===== src/rtl/abr_alert_ping_sched_pkg.sv =====
// Shared types and helpers for the alert ping scheduler.
// Round-robin search is kept here so other blocks can reuse it.
package abr_alert_ping_sched_pkg;

   typedef enum logic [1:0] {
      Idle,
      Wait,
      Ping
   } state_e;

   localparam int MinTimeout = 1;
   localparam int MaxAlerts  = 32;
   localparam int MaxIdxW    = $clog2(MaxAlerts);

   // First enabled index strictly after cur, wrapping; cur itself if alone
   function automatic int next_rr_idx(
      input logic [MaxAlerts-1:0] en_vec,
      input int                   n,
      input int                   cur
   );
      int res;
      res = cur;
      for (int i = n; i > 0; i--) begin
         if (en_vec[MaxIdxW'((cur + i) % n)]) begin
            res = (cur + i) % n;
         end
      end
      return res;
   endfunction

endpackage


===== src/rtl/abr_rr_next_idx.sv =====
// Wrap-around priority search for the next enabled channel.
// Purely combinational; the scheduler registers the result.
module abr_rr_next_idx
   import abr_alert_ping_sched_pkg::*;
#(
   parameter int N    = 4,
   parameter int IdxW = (N > 1) ? $clog2(N) : 1
) (
   input  logic [N-1:0]    en_vec,
   input  logic [IdxW-1:0] cur,
   output logic [IdxW-1:0] nxt,
   output logic            vld
);

   logic [MaxAlerts-1:0] en_ext;

   // Widen the enable vector and pick the next index after cur
   always_comb begin
      en_ext         = '0;
      en_ext[N-1:0]  = en_vec;
      nxt            = IdxW'(next_rr_idx(en_ext, N, int'(cur)));
      vld            = |en_vec;
   end

endmodule


===== src/rtl/abr_alert_ping_sched.sv =====
// Periodic round-robin ping scheduler for alert receivers.
// Holds each ping until OK, abort or timeout; flags failures.
module abr_alert_ping_sched
   import abr_alert_ping_sched_pkg::*;
#(
   parameter int NumAlerts = 4,
   parameter int CntW      = 16,
   parameter int IdxW      = (NumAlerts > 1) ? $clog2(NumAlerts) : 1
) (
   input  logic                 clk_i,
   input  logic                 rst_i,
   input  logic                 en_i,
   input  logic [NumAlerts-1:0] alert_en_i,
   input  logic [CntW-1:0]      wait_cyc_i,
   input  logic [CntW-1:0]      timeout_cyc_i,
   input  logic [NumAlerts-1:0] ping_ok_i,
   output logic [NumAlerts-1:0] ping_req_o,
   output logic                 ping_fail_o,
   output logic [IdxW-1:0]      fail_idx_o,
   output logic [NumAlerts-1:0] fail_sticky_o,
   input  logic [NumAlerts-1:0] fail_clr_i,
   output logic                 spurious_ok_o,
   output logic                 busy_o
);

   state_e            state;
   logic [CntW-1:0]   wait_cnt;
   logic [CntW-1:0]   tmo_cnt;
   logic [IdxW-1:0]   cur_idx;
   logic [IdxW-1:0]   rr_nxt;
   logic              rr_vld;
   logic [CntW-1:0]   tmo_load;

   abr_rr_next_idx #(
      .N    (NumAlerts),
      .IdxW (IdxW)
   ) u_rr (
      .en_vec (alert_en_i),
      .cur    (cur_idx),
      .nxt    (rr_nxt),
      .vld    (rr_vld)
   );

   // A zero timeout would never fire, so clamp to the minimum
   always_comb begin
      tmo_load = timeout_cyc_i;
      if (timeout_cyc_i < CntW'(MinTimeout)) begin
         tmo_load = CntW'(MinTimeout);
      end
   end

   assign busy_o = (state == Ping);

   // Scheduler FSM with registered request, fail and spurious outputs
   always_ff @(posedge clk_i or posedge rst_i) begin
      if (rst_i) begin
         state         <= Idle;
         wait_cnt      <= '0;
         tmo_cnt       <= '0;
         cur_idx       <= IdxW'(NumAlerts - 1);
         ping_req_o    <= '0;
         ping_fail_o   <= 1'b0;
         fail_idx_o    <= '0;
         fail_sticky_o <= '0;
         spurious_ok_o <= 1'b0;
      end else begin
         ping_fail_o   <= 1'b0;
         spurious_ok_o <= |(ping_ok_i & ~ping_req_o);
         fail_sticky_o <= fail_sticky_o & ~fail_clr_i;
         if (!en_i) begin
            state      <= Idle;
            ping_req_o <= '0;
         end else begin
            unique case (state)
               Idle: begin
                  state    <= Wait;
                  wait_cnt <= wait_cyc_i;
               end
               Wait: begin
                  if (wait_cnt != '0) begin
                     wait_cnt <= wait_cnt - 1'b1;
                  end else if (rr_vld) begin
                     cur_idx    <= rr_nxt;
                     tmo_cnt    <= tmo_load;
                     state      <= Ping;
                     ping_req_o <= NumAlerts'(1) << rr_nxt;
                  end
               end
               Ping: begin
                  if (ping_ok_i[cur_idx] || !alert_en_i[cur_idx]) begin
                     state      <= Wait;
                     wait_cnt   <= wait_cyc_i;
                     ping_req_o <= '0;
                  end else if (tmo_cnt == CntW'(1)) begin
                     state                  <= Wait;
                     wait_cnt               <= wait_cyc_i;
                     ping_req_o             <= '0;
                     ping_fail_o            <= 1'b1;
                     fail_idx_o             <= cur_idx;
                     fail_sticky_o[cur_idx] <= 1'b1;
                  end else begin
                     tmo_cnt <= tmo_cnt - 1'b1;
                  end
               end
               default: begin
                  state      <= Idle;
                  ping_req_o <= '0;
               end
            endcase
         end
      end
   end

endmodule


===== config.mk =====
export PLATFORM = sky130hd
export DESIGN_NAME = abr_alert_ping_sched
export DESIGN_NICKNAME = d
export VERILOG_FILES = /design/src/rtl/abr_alert_ping_sched_pkg.sv /design/src/rtl/abr_rr_next_idx.sv /design/src/rtl/abr_alert_ping_sched.sv
export SDC_FILE = /design/constraint.sdc
export NUM_CORES = 1
export LEC_CHECK = 0
export ABC_AREA = 1
export CORE_ASPECT_RATIO = 1.4
export CORE_MARGIN = 2
export CORE_UTILIZATION = 41
export CTS_CLUSTER_DIAMETER = 120
export DETAILED_ROUTE_END_ITERATION = 10
export PLACE_DENSITY = 0.66
export REMOVE_ABC_BUFFERS = 1
export SETUP_SLACK_MARGIN = 0.05
export SKIP_LAST_GASP = 1
export SLEW_MARGIN = 20
export SYNTH_ARGS = -nofsm -noshare
export SYNTH_HDL_FRONTEND = slang
export SYNTH_SLANG_ARGS = --single-unit

===== constraint.sdc =====
create_clock -name clk_i -period 2.4 [get_ports clk_i]
set_input_delay 0.48 -clock clk_i [delete_from_list [all_inputs] [get_ports clk_i]]
set_output_delay 0.48 -clock clk_i [all_outputs]
set_load 0.03 [all_outputs]

After elaboration in Yosys (flattened, before gate mapping):

Cells that the tools add are included.

* bits in registers: 48
* input bits: 47

* add/subtract/negate cells: 6
* magnitude comparators: 7
* equal/unequal tests: 13
* shift-type cells: 1
* muxes and demuxes: 52
* bitwise operators: 11
* reductions and logical operators: 19

Operator list (count)
* $mux W16: 8
* $pmux W16 S3: 1
* $mux W4: 9
* $pmux W16 S2: 1
* $sub A16 B1 Y16 const B: 2
* $lt A3 B7 Y1 const B: 4
* $mux W2: 9
* $eq A16 B1 Y1 const B: 1
* $lt A16 B1 Y1 const B: 1
* $reduce_and A4 Y1: 4
* $reduce_bool A16 Y1: 1
* $mux W1: 15
* $bmux W1 S3: 4
* $ne A2 B2 Y1 const B: 6
* $pmux W4 S3: 1
* $and A4 B4 Y4: 2
* $not A4 Y4: 2
* $reduce_or A2 Y1: 4
* $reduce_or A4 Y1: 2
* $ne A3 B3 Y1 const B: 2
* $pmux W2 S3: 1
* $reduce_and A6 Y1: 1
* $add A2 B1 Y2 const B: 2
* $add A2 B2 Y2 const B: 2
* other kinds (19): 24

Longest topological paths before layout:

Gate-level depths: netlist of the first run.

* word-level depth: 15
* gate-level depth with buffers: 13

Cells and area by module:

A second synthesis of the first run with hierarchy kept.

* cells, all modules: 573
* area total of the unflattened synthesis: 3684.8 um^2

Modules (own cells, without submodules)
* abr_alert_ping_sched: times used 1, cells an instance 529, area an instance 3467.1 um^2, sequential area each 1203.7 um^2
* abr_rr_next_idx: times used 1, cells an instance 44, area an instance 217.7 um^2, sequential area each 0.0 um^2

Worst setup path before layout of the first run:

No wires, ideal clock.

* path type: register to register
* start point: reg state[0]
* end point: reg tmo_cnt[11]
* arrival time: 1706 ps
* required time: 2279 ps
* slack: 573 ps
* cell stages (with the launch flop): 8
* buffers on the path: 2
* period minus slack after synthesis: 1827 ps
* path through: dfrtp_1 inv_1 ha_1 clkbuf_1 clkbuf_1 o21ai_0 nand2_1 o21ai_1

* longest elaborated chain between the ends: 3
* elaborated cells on any way between the ends: 9
* those cells by class: eq/ne (6); mux (1); reduce/logical (2)

RTL lines
* start: declaration: RTL line abr_alert_ping_sched.sv:26 `state_e state;`
* start signal: assignment: RTL line abr_alert_ping_sched.sv:57 `state <= Idle;`
* start signal: assignment: RTL line abr_alert_ping_sched.sv:71 `state <= Idle;`
* start signal: assignment: RTL line abr_alert_ping_sched.sv:76 `state <= Wait;`
* $eq A2 B2 Y1 (*)
* named net busy_o: RTL line abr_alert_ping_sched.sv:23 `output logic busy_o`
* $ne A2 B2 Y1 (no line) or $reduce_bool A2 Y1 (tied branches)
* $reduce_and A6 Y1 (no line)
* end signal: assignment: RTL line abr_alert_ping_sched.sv:84 `tmo_cnt <= tmo_load;`
* end signal: assignment: RTL line abr_alert_ping_sched.sv:102 `tmo_cnt <= tmo_cnt - 1'b1;`
* end: declaration: RTL line abr_alert_ping_sched.sv:28 `logic [CntW-1:0] tmo_cnt;`

The timed path passes the listed nets; every way through them passes the cells marked *.
A chain may end at the register's enable or synchronous reset.

Final worst setup path of the first run:

* start point: reg state[0]
* end point: out busy_o

* longest elaborated chain between the ends: 1

RTL lines
* $eq A2 B2 Y1: RTL line abr_alert_ping_sched.sv:52 `assign busy_o = (state == Ping);`
* end: declaration: RTL line abr_alert_ping_sched.sv:23

Every way passes these cells.

==> summary.md, run 1 <==
| Metric | Value |
|---|---|
| Register share of total power | 0.353 |
| Port bufs | 59 |
| Synth area leader | dfrtp_1 |
| WHS | 0.5047 ns |
| Sw frac | 0.4338 |
| H-tree depth | 2 |
| Gate power share | 0.461 |
| Starting Density | 0.4200 |
| Leakage power | 2.055 nW |
| Post_cts resized | 0 |
| Total GRT Usage | 0.1876 |
| Min cycle time layout | 2.210 ns |
| Drt via density | 4.987 |
| Arrival @ worst endpoint | 1.73 ns |
| Core Rows | 39 |
| Largest net degree at the start of global routing | 30 |
| Total Routed Length | 8109 um |
| Initial antenna violation count | 0 |
| GRT overflow | 0 |
| DRC Markers | 0 |
| Final count of negative-setup-slack endpoints | 0 |
| R2r setup slk | 0.40 ns |
| Psw | 0.001660 W |
| Relative slew slack | 0.6910 |
| Vias in the first global route | 3,150 |
| Leading cell type in the layout, fill and taps excluded | nand2_1 |
| Die Y | 111.8 um |
| HP Class | reg -> reg |
| Maximum achievable frequency | 0.4525 GHz |
| Worst setup EP type | output pin |
| Slew Limit Fails | 0 |
| First-pass GRT wire length | 13,820 um |
| Post-Synthesis Cells | 504 |
| Highest fanout seen on the critical path | 4 |
| Area growth syn-to-layout | 25.19% |
| Ys Warns | 0 |
| CP peak stage delay | 0.69 ns |
| Crit-path cells | inv_1 -> ha_1 -> clkdlybuf4s50_1 |
| Peak VDD IR | 0.5567 mV |
| Slowest stage cell, crit path | clkdlybuf4s50_1 |
| Skew final | 0.006663 ns |
| Actual slew at the worst max-slew pin | 0.4600 ns |
| Clock power share | 0.186 |
| Total CTS buffers | 5 |
| Tot Pwr | 0.003827 W |
| Proportion of layout cells with a drive suffix above 1 | 0.08304 |
| Top post-synthesis cells by area | dfrtp_1, nand2_1, inv_1 |
| Final Util | 0.5258 |
| Critical Path RT | 1.92 ns |
| Routed Antenna Nets | 0 |
| WL/cell | 12.14 um |
| #FFs+latches synth | 48 |
| # diodes | 0 |
| Synth unique cells | 35 |
| # Max-Cap Violations | 0 |
| Die W | 80.99 um |
| Hold Crit Start | wait_cnt[15]$_DFFE_PP0P_ |
| Core area | 8100 sq um |
| Unrepaired setup endpoints after global routing | no |
| Average size of a mapped cell | 6.750 sq um |
| Fin crit share | 0.9209 |
| Most frequent cells in the layout | nand2_1, clkdlybuf4s50_1, inv_1 |
| Layout Nets | 624 |
| Worst r2r src | cur_idx[0]$_DFFE_PP1P_ |
| Clock buffer depth | 2 |
| First-pass DRT Iterations | 4 |
| Fillers | 806 |
| Die footprint | 9053 sq um |
| Vias post-DR | 3,331 |
| Status | complete, no violations |
| Internal power | 0.002166 W |
| Number of flops mapped to enable cells by yosys | 0 |
| Mapped Area | 3402 sq um |
| Worst setup path class | reg -> out |
| Worst-Skew Late Latency | 0.29 ns |
| Hold Vio Cnt, Final | 0 |
| Setup crit start kind | flip-flop |
| Ys async rst share | 1.000 |
| Setup TNS | 0 ns |
| Synth top area share | 0.3384 |
| Half-perimeter wire length after detailed placement | 6348 um |
| Global placement routability congestion | 0.8797 |
| Main synth FF type | dfrtp_1 |
| CTS Sinks | 48 |
| CP startpoint | state[0]$_DFFE_PP0P_ |
| I/O pin count | 60 |
| Initial detailed-routing violation count | 184 |
| CTS Hold Buffers Added | 0 |
| Post-CTS setup buffer count | 0 |
| CTS tree | built |
| Sequential area share after synthesis | 0.3538 |
| Root Buffer | clkbuf_16 |
| Pwr dens | 898.4 nW/um^2 |
| Clock slew at reported path FFs | 0.07 ns |
## worst max-delay path: cells and delay by family (launching register included)
kind | cells | cell delay (ns)
adders and majority gates | 1 | 0.21
buffers and inverters | 2 | 0.82
DFF | 1 | 0.42
## area by class of cell
type	instances	area, sq um	share of cell area
flip-flops and latches	48	1204	0.2826
clock buffers	7	142.6	0.03349
inverters	62	232.7	0.05464
repair buffers	69	690.7	0.1622
multi-input cells	379	1854	0.4354
clock inverters	1	7.507	0.001763
well taps	102	127.6	0.02996
## kinds of logic (layout without fill, tap and decap cells)
| logic type | count (synthesis) | count (layout) | share of synthesized area |
|---|---|---|---|
| mux | 1 | 1 | 0.002942 |
| flops | 48 | 48 | 0.3538 |
| simple gates | 279 | 279 | 0.3527 |
| buf+inv | 77 | 139 | 0.1011 |
| fa+ha+maj | 12 | 12 | 0.04413 |
| compound gates | 80 | 80 | 0.1273 |
| xor+xnor | 7 | 7 | 0.01802 |
## final timing paths
path                                                   to  cells past startpoint
worst max-delay path                               busy_o                      3
worst max register to register  ping_req_o[2]$_DFFE_PP0P_                     11
worst min register to register   wait_cnt[15]$_DFFE_PP0P_                      2
worst min-delay path             wait_cnt[15]$_DFFE_PP0P_                      2
min in group asynchronous        wait_cnt[13]$_DFFE_PP0P_                      2
max in group asynchronous          cur_idx[0]$_DFFE_PP1P_                      3
## cell usage after synthesis (2+ instances only)
library cell,count
o21ai_1,25
ha_1,12
nand3_1,39
xnor2_1,2
nand2_1,153
xor2_1,5
o22ai_1,3
o31ai_1,2
nor3_1,4
nor2_2,8
buf_2,2
inv_2,4
dfrtp_1,46
o21ai_2,4
nor2_4,2
a21oi_1,10
nand3_2,2
o21ai_0,32
nand3b_1,2
nand4_1,8
nand2_2,6
buf_4,2
inv_1,58
clkbuf_1,5
buf_6,6
nor2_1,52
dfstp_2,2
## sequential cells by signal (all words and copies together) (netlist names)
signal / flops
state: 2
fail_sticky_o: 4
spurious_ok_o: 1
ping_fail_o: 1
tmo_cnt: 16
fail_idx_o: 2
wait_cnt: 16
cur_idx: 2
ping_req_o: 4
## power by group through the flow
| stage | Combinational (W) | Clock, W | Sequential [W] |
|---|---|---|---|
| CTS | 0.00178 | 0.000738 | 0.00135 |
| floorplan | 0.00129 | 0 | 0.00129 |
| global placement | 0.00173 | 0 | 0.00135 |
| finish | 0.00177 | 0.000710 | 0.00135 |
| global route | 0.00203 | 0.000760 | 0.00139 |
| detailed placement | 0.00177 | 0 | 0.00136 |
## per-stage QoR
| stage | area (sq um) | instances | setup slack [ns] |
|---|---|---|---|
| after floorplan | 3291 | 489 | 0.3470 |
| after global placement | 4109 | 660 | 0.3782 |
| after detailed placement | 4109 | 660 | 0.3424 |
| after CTS | 4259 | 668 | 0.1703 |
| after global routing | 4259 | 668 | 0.1211 |
| final | 4259 | 668 | 0.1899 |
## layer usage
metal	part of all wire	global-route usage
met5	0	0
met1	0.43	0.2222
met4	0.012	0.04407
met3	0.033	0.02512
met2	0.53	0.3488
(Power assumes the default switching activity.)
==> run 2: changes to the inputs <==
Settings changed: ABC_AREA 1 to not set, ABC_CLOCK_PERIOD_IN_PS set to 2400, CAP_MARGIN set to 20.
==> run 2 against run 1 <==
  * The run now ends with setup timing left
  * Count of clock-buffer cells in the layout up 1
  * First-iteration DRC count up 16%
  * Via count up 2.3%
  * Core utilization up 8.1 points
  * Die area down 4.3%
  * Clock power down 25%
  * Critical path depth up 4
  * Total power up 1.4%
  * Flip-flop and latch count unchanged
  * Highest routed layer unchanged
==> summary.md, run 2 <==
| Metric | Value |
|---|---|
| WL/cell | 15.46 um (+27%) |
| Arrival @ worst endpoint | 2.63 ns (+0.90 ns) |
| Root Buffer | clkbuf_8 |
| Total Routed Length | 9108 um (+12%) |
| Gate power share | 0.495 (+0.034) |
| Register share of total power | 0.367 (+0.014) |
| Worst setup EP type | flip-flop |
| Die footprint | 8660 sq um (-4.3%) |
| CTS tree | built |
| # diodes | 0 (unchanged) |
| Worst setup path class | reg -> reg |
| Total CTS buffers | 5 (unchanged) |
| H-tree depth | 2 (unchanged) |
| Dpl cell area | 4315 sq um (+5.0%) |
| CP bufs+invs | 1 (-1) |
| Sequential area share after synthesis | 0.3706 (+0.01676) |
| Worst setup margin | -0.05187 ns (-0.2418 ns) |
| Number of flops mapped to enable cells by yosys | 0 (unchanged) |
| Layout Nets | 547 (-12%) |
| Average size of a mapped cell | 8.371 sq um (+24%) |
| Final count of negative-setup-slack endpoints | 8 (+8) |
| First-pass DRT Iterations | 4 (unchanged) |
| Ys async rst share | 1.000 (unchanged) |
| CTS Hold Buffers Added | 0 (unchanged) |
| Vias in the first global route | 3,332 (+5.8%) |
| Met3 usage | 0.02627 (+0.001151) |
| Drt via density | 5.788 (+16%) |
| R2R Path End | wait_cnt[0]$_DFFE_PP0P_ |
| HP Class | in -> async |
| Failing checks | setup timing |
| Initial antenna violation count | 0 (unchanged) |
| Starting Density | 0.4217 (+0.001715) |
| Proportion of layout cells with a drive suffix above 1 | 0.2290 (+0.1460) |
| Main synth FF type | dfrtp_1 |
| Clock slew at reported path FFs | 0.10 ns (+0.03 ns) |
| Cell area after layout | 4676 sq um (+9.8%) |
| Relative slew slack | 0.6172 (-0.07374) |
| R2r setup slk | -0.05 ns (-0.45 ns) |
| DRC Markers | 0 (unchanged) |
| CTS Sinks | 48 (unchanged) |
| Skew final | 0.01547 ns (+0.008803 ns) |
| Hold Vio Cnt, Final | 0 (unchanged) |
| Worst r2r src | tmo_cnt[8]$_DFFE_PP0P_ |
| Leading cell type in the layout, fill and taps excluded | clkdlybuf4s50_1 |
| Ys Warns | 0 (unchanged) |
| Actual slew at the worst max-slew pin | 0.5689 ns (+0.1089 ns) |
| Fin crit share | 1.022 (+0.1008) |
| Area growth syn-to-layout | 43.95% |
| Most frequent cells in the layout | clkdlybuf4s50_1, dfrtp_1, buf_4 |
| Most frequent cells after synthesis | dfrtp_1, a21oi_1, nand2_1, o21ai_0, inv_1 |
| GRT overflow | 0 (unchanged) |
| Setup crit start kind | flip-flop |
| WHS | 0.4471 ns (-0.05766 ns) |
| Psw | 0.001610 W (-3.0%) |
| Maximum achievable frequency | 0.4079 GHz (-9.9%) |
| Clock power share | 0.138 (-0.048) |
| GR Util met2 | 0.4038 (+0.05499) |
| Internal power | 0.002272 W (+4.9%) |
| Peak VDD IR | 0.4924 mV (-12%) |
| Min cycle time layout | 2.452 ns (+0.2418 ns) |
| Critical Path RT | 2.58 ns (+0.66 ns) |
| Die W | 79.23 um (-2.2%) |
| Final Util | 0.6071 (+0.08125) |
| Synth unique cells | 63 (+80%) |
| Highest fanout seen on the critical path | 5 (+1) |
| Core Rows | 38 (-2.6%) |
| R2R cell count | 7 (-4) |
| Mapped Area | 3248 sq um (-4.5%) |
| Clock buffer depth | 2 (unchanged) |
| Largest net degree at the start of global routing | 43 (+43%) |
| # Max-Cap Violations | 0 (unchanged) |
| #FFs+latches synth | 48 (unchanged) |
| Port bufs | 59 (unchanged) |
| Sw frac | 0.4148 (-0.01904) |
| I/O pin count | 60 (unchanged) |
| Total GRT Usage | 0.2173 (+0.02968) |
| Top Registers | tmo_cnt (16), wait_cnt (16) |
| Worst-Skew Late Latency | 0.30 ns (about the same) |
| Half-perimeter wire length after detailed placement | 6782 um (+6.8%) |
| Initial detailed-routing violation count | 213 (+16%) |
| Global routing's busiest layer | met2 |
| Status | complete, but fails checks |
| Unrepaired setup endpoints after global routing | yes |
| Vias post-DR | 3,409 (+2.3%) |
| Pwr dens | 830.2 nW/um^2 (-7.6%) |
| First-pass GRT wire length | 15,200 um (+10%) |
| Slowest stage cell, crit path | or4_4 |
| Core area | 7702 sq um (-4.9%) |
| Slew Limit Fails | 0 (unchanged) |
| Synth area leader | dfrtp_1 |
| Post-Synthesis Cells | 388 (-23%) |
| Routed Antenna Nets | 0 (unchanged) |
| Global placement routability congestion | 0.9014 (+2.5%) |
| Leakage power | 1.819 nW (-11%) |
| GR met1 Demand/Resource | 0.2634 (+0.04116) |
| CP peak stage delay | 0.55 ns (-0.14 ns) |
| Top post-synthesis cells by area | dfrtp_1, a21oi_1, ha_1 |
| Crit-path cells | or4_4 -> or4_4 -> o211ai_4 -> o311a_4 -> buf_12 -> a21boi_2 -> mux2i_1 |
| Count leader, synth | dfrtp_1 |
| Synth top area share | 0.3544 (+0.01603) |
| Top Family by Delay on Critical Path | simple AND/OR/NAND/NOR gates |
| Cell repeated most along the worst path | or4_4 |
| Die Y | 109.3 um (-2.2%) |
## run 2: metal layers
metal,vias up,part of all wire
li1,1656,-
met5,-,0
met1,1664,0.42
met2,76,0.54
met4,0,0.015
met3,13,0.031
## run 2: per-stage QoR
stage	instances	total power (W)	TNS (ns)	setup WS, ns
2_1_floorplan	367	0.002368	-6.644	-0.5665
3_3_place_gp	579	0.003059	-2.540	-0.1921
3_5_place_dp	579	0.003106	-3.851	-0.2052
4_1_cts	587	0.003762	-0.2621	-0.04923
5_1_grt	589	0.004197	-1.114	-0.1083
6_report	589	0.003882	-0.2416	-0.05187
## run 2: worst max path at each step
stage | start | to | slack, ns | cells past startpoint
finish | tmo_cnt[8]$_DFFE_PP0P_ | wait_cnt[0]$_DFFE_PP0P_ | -0.05 | 7
global route | tmo_cnt[8]$_DFFE_PP0P_ | ping_req_o[3]$_DFFE_PP0P_ | -0.11 | 7
CTS | tmo_cnt[8]$_DFFE_PP0P_ | ping_req_o[1]$_DFFE_PP0P_ | -0.05 | 7
detailed placement | ping_ok_i[3] | tmo_cnt[10]$_DFFE_PP0P_ | -0.21 | 7
global placement | ping_ok_i[0] | tmo_cnt[10]$_DFFE_PP0P_ | -0.19 | 7
floorplan | state[0]$_DFFE_PP0P_ | fail_idx_o[0]$_DFFE_PP0P_ | -0.57 | 5
## run 2: repair_timing
action	CTS	global route
gates cloned	0	0
gates resized for setup	27	26
endpoints found under the setup margin	29	44
buffers inserted	0	2
pin swaps	10	6
## run 2: kinds of logic (layout without fill, tap and decap cells)
logic type      after synthesis  after routing  share of synthesized area
simple gates                144            144                     0.2311
compound gates              129            129                     0.2577
flops                        48             48                     0.3706
buf+inv                      46            147                    0.05778
fa+ha+maj                    12             12                    0.04622
mux                           8              8                    0.03390
xor+xnor                      1              1                   0.002697
## run 2: power by group through the flow
stage / clock network (W) / registers (W) / logic [W]
6_report: 0.000536 / 0.00143 / 0.00192
5_1_grt: 0.000578 / 0.00147 / 0.00215
4_1_cts: 0.000556 / 0.00140 / 0.00181
3_5_place_dp: 0 / 0.00140 / 0.00171
3_3_place_gp: 0 / 0.00139 / 0.00167
2_1_floorplan: 0 / 0.00136 / 0.00101
## run 2: cell type report
cell class / instances / area (sq um)
timing repair buffer: 114 / 1081
tap: 100 / 125.1
inverter: 25 / 93.84
sequential: 48 / 1204
clock buffer: 8 / 100.1
fill: 700 / 3027
multi-input combinational: 294 / 2072
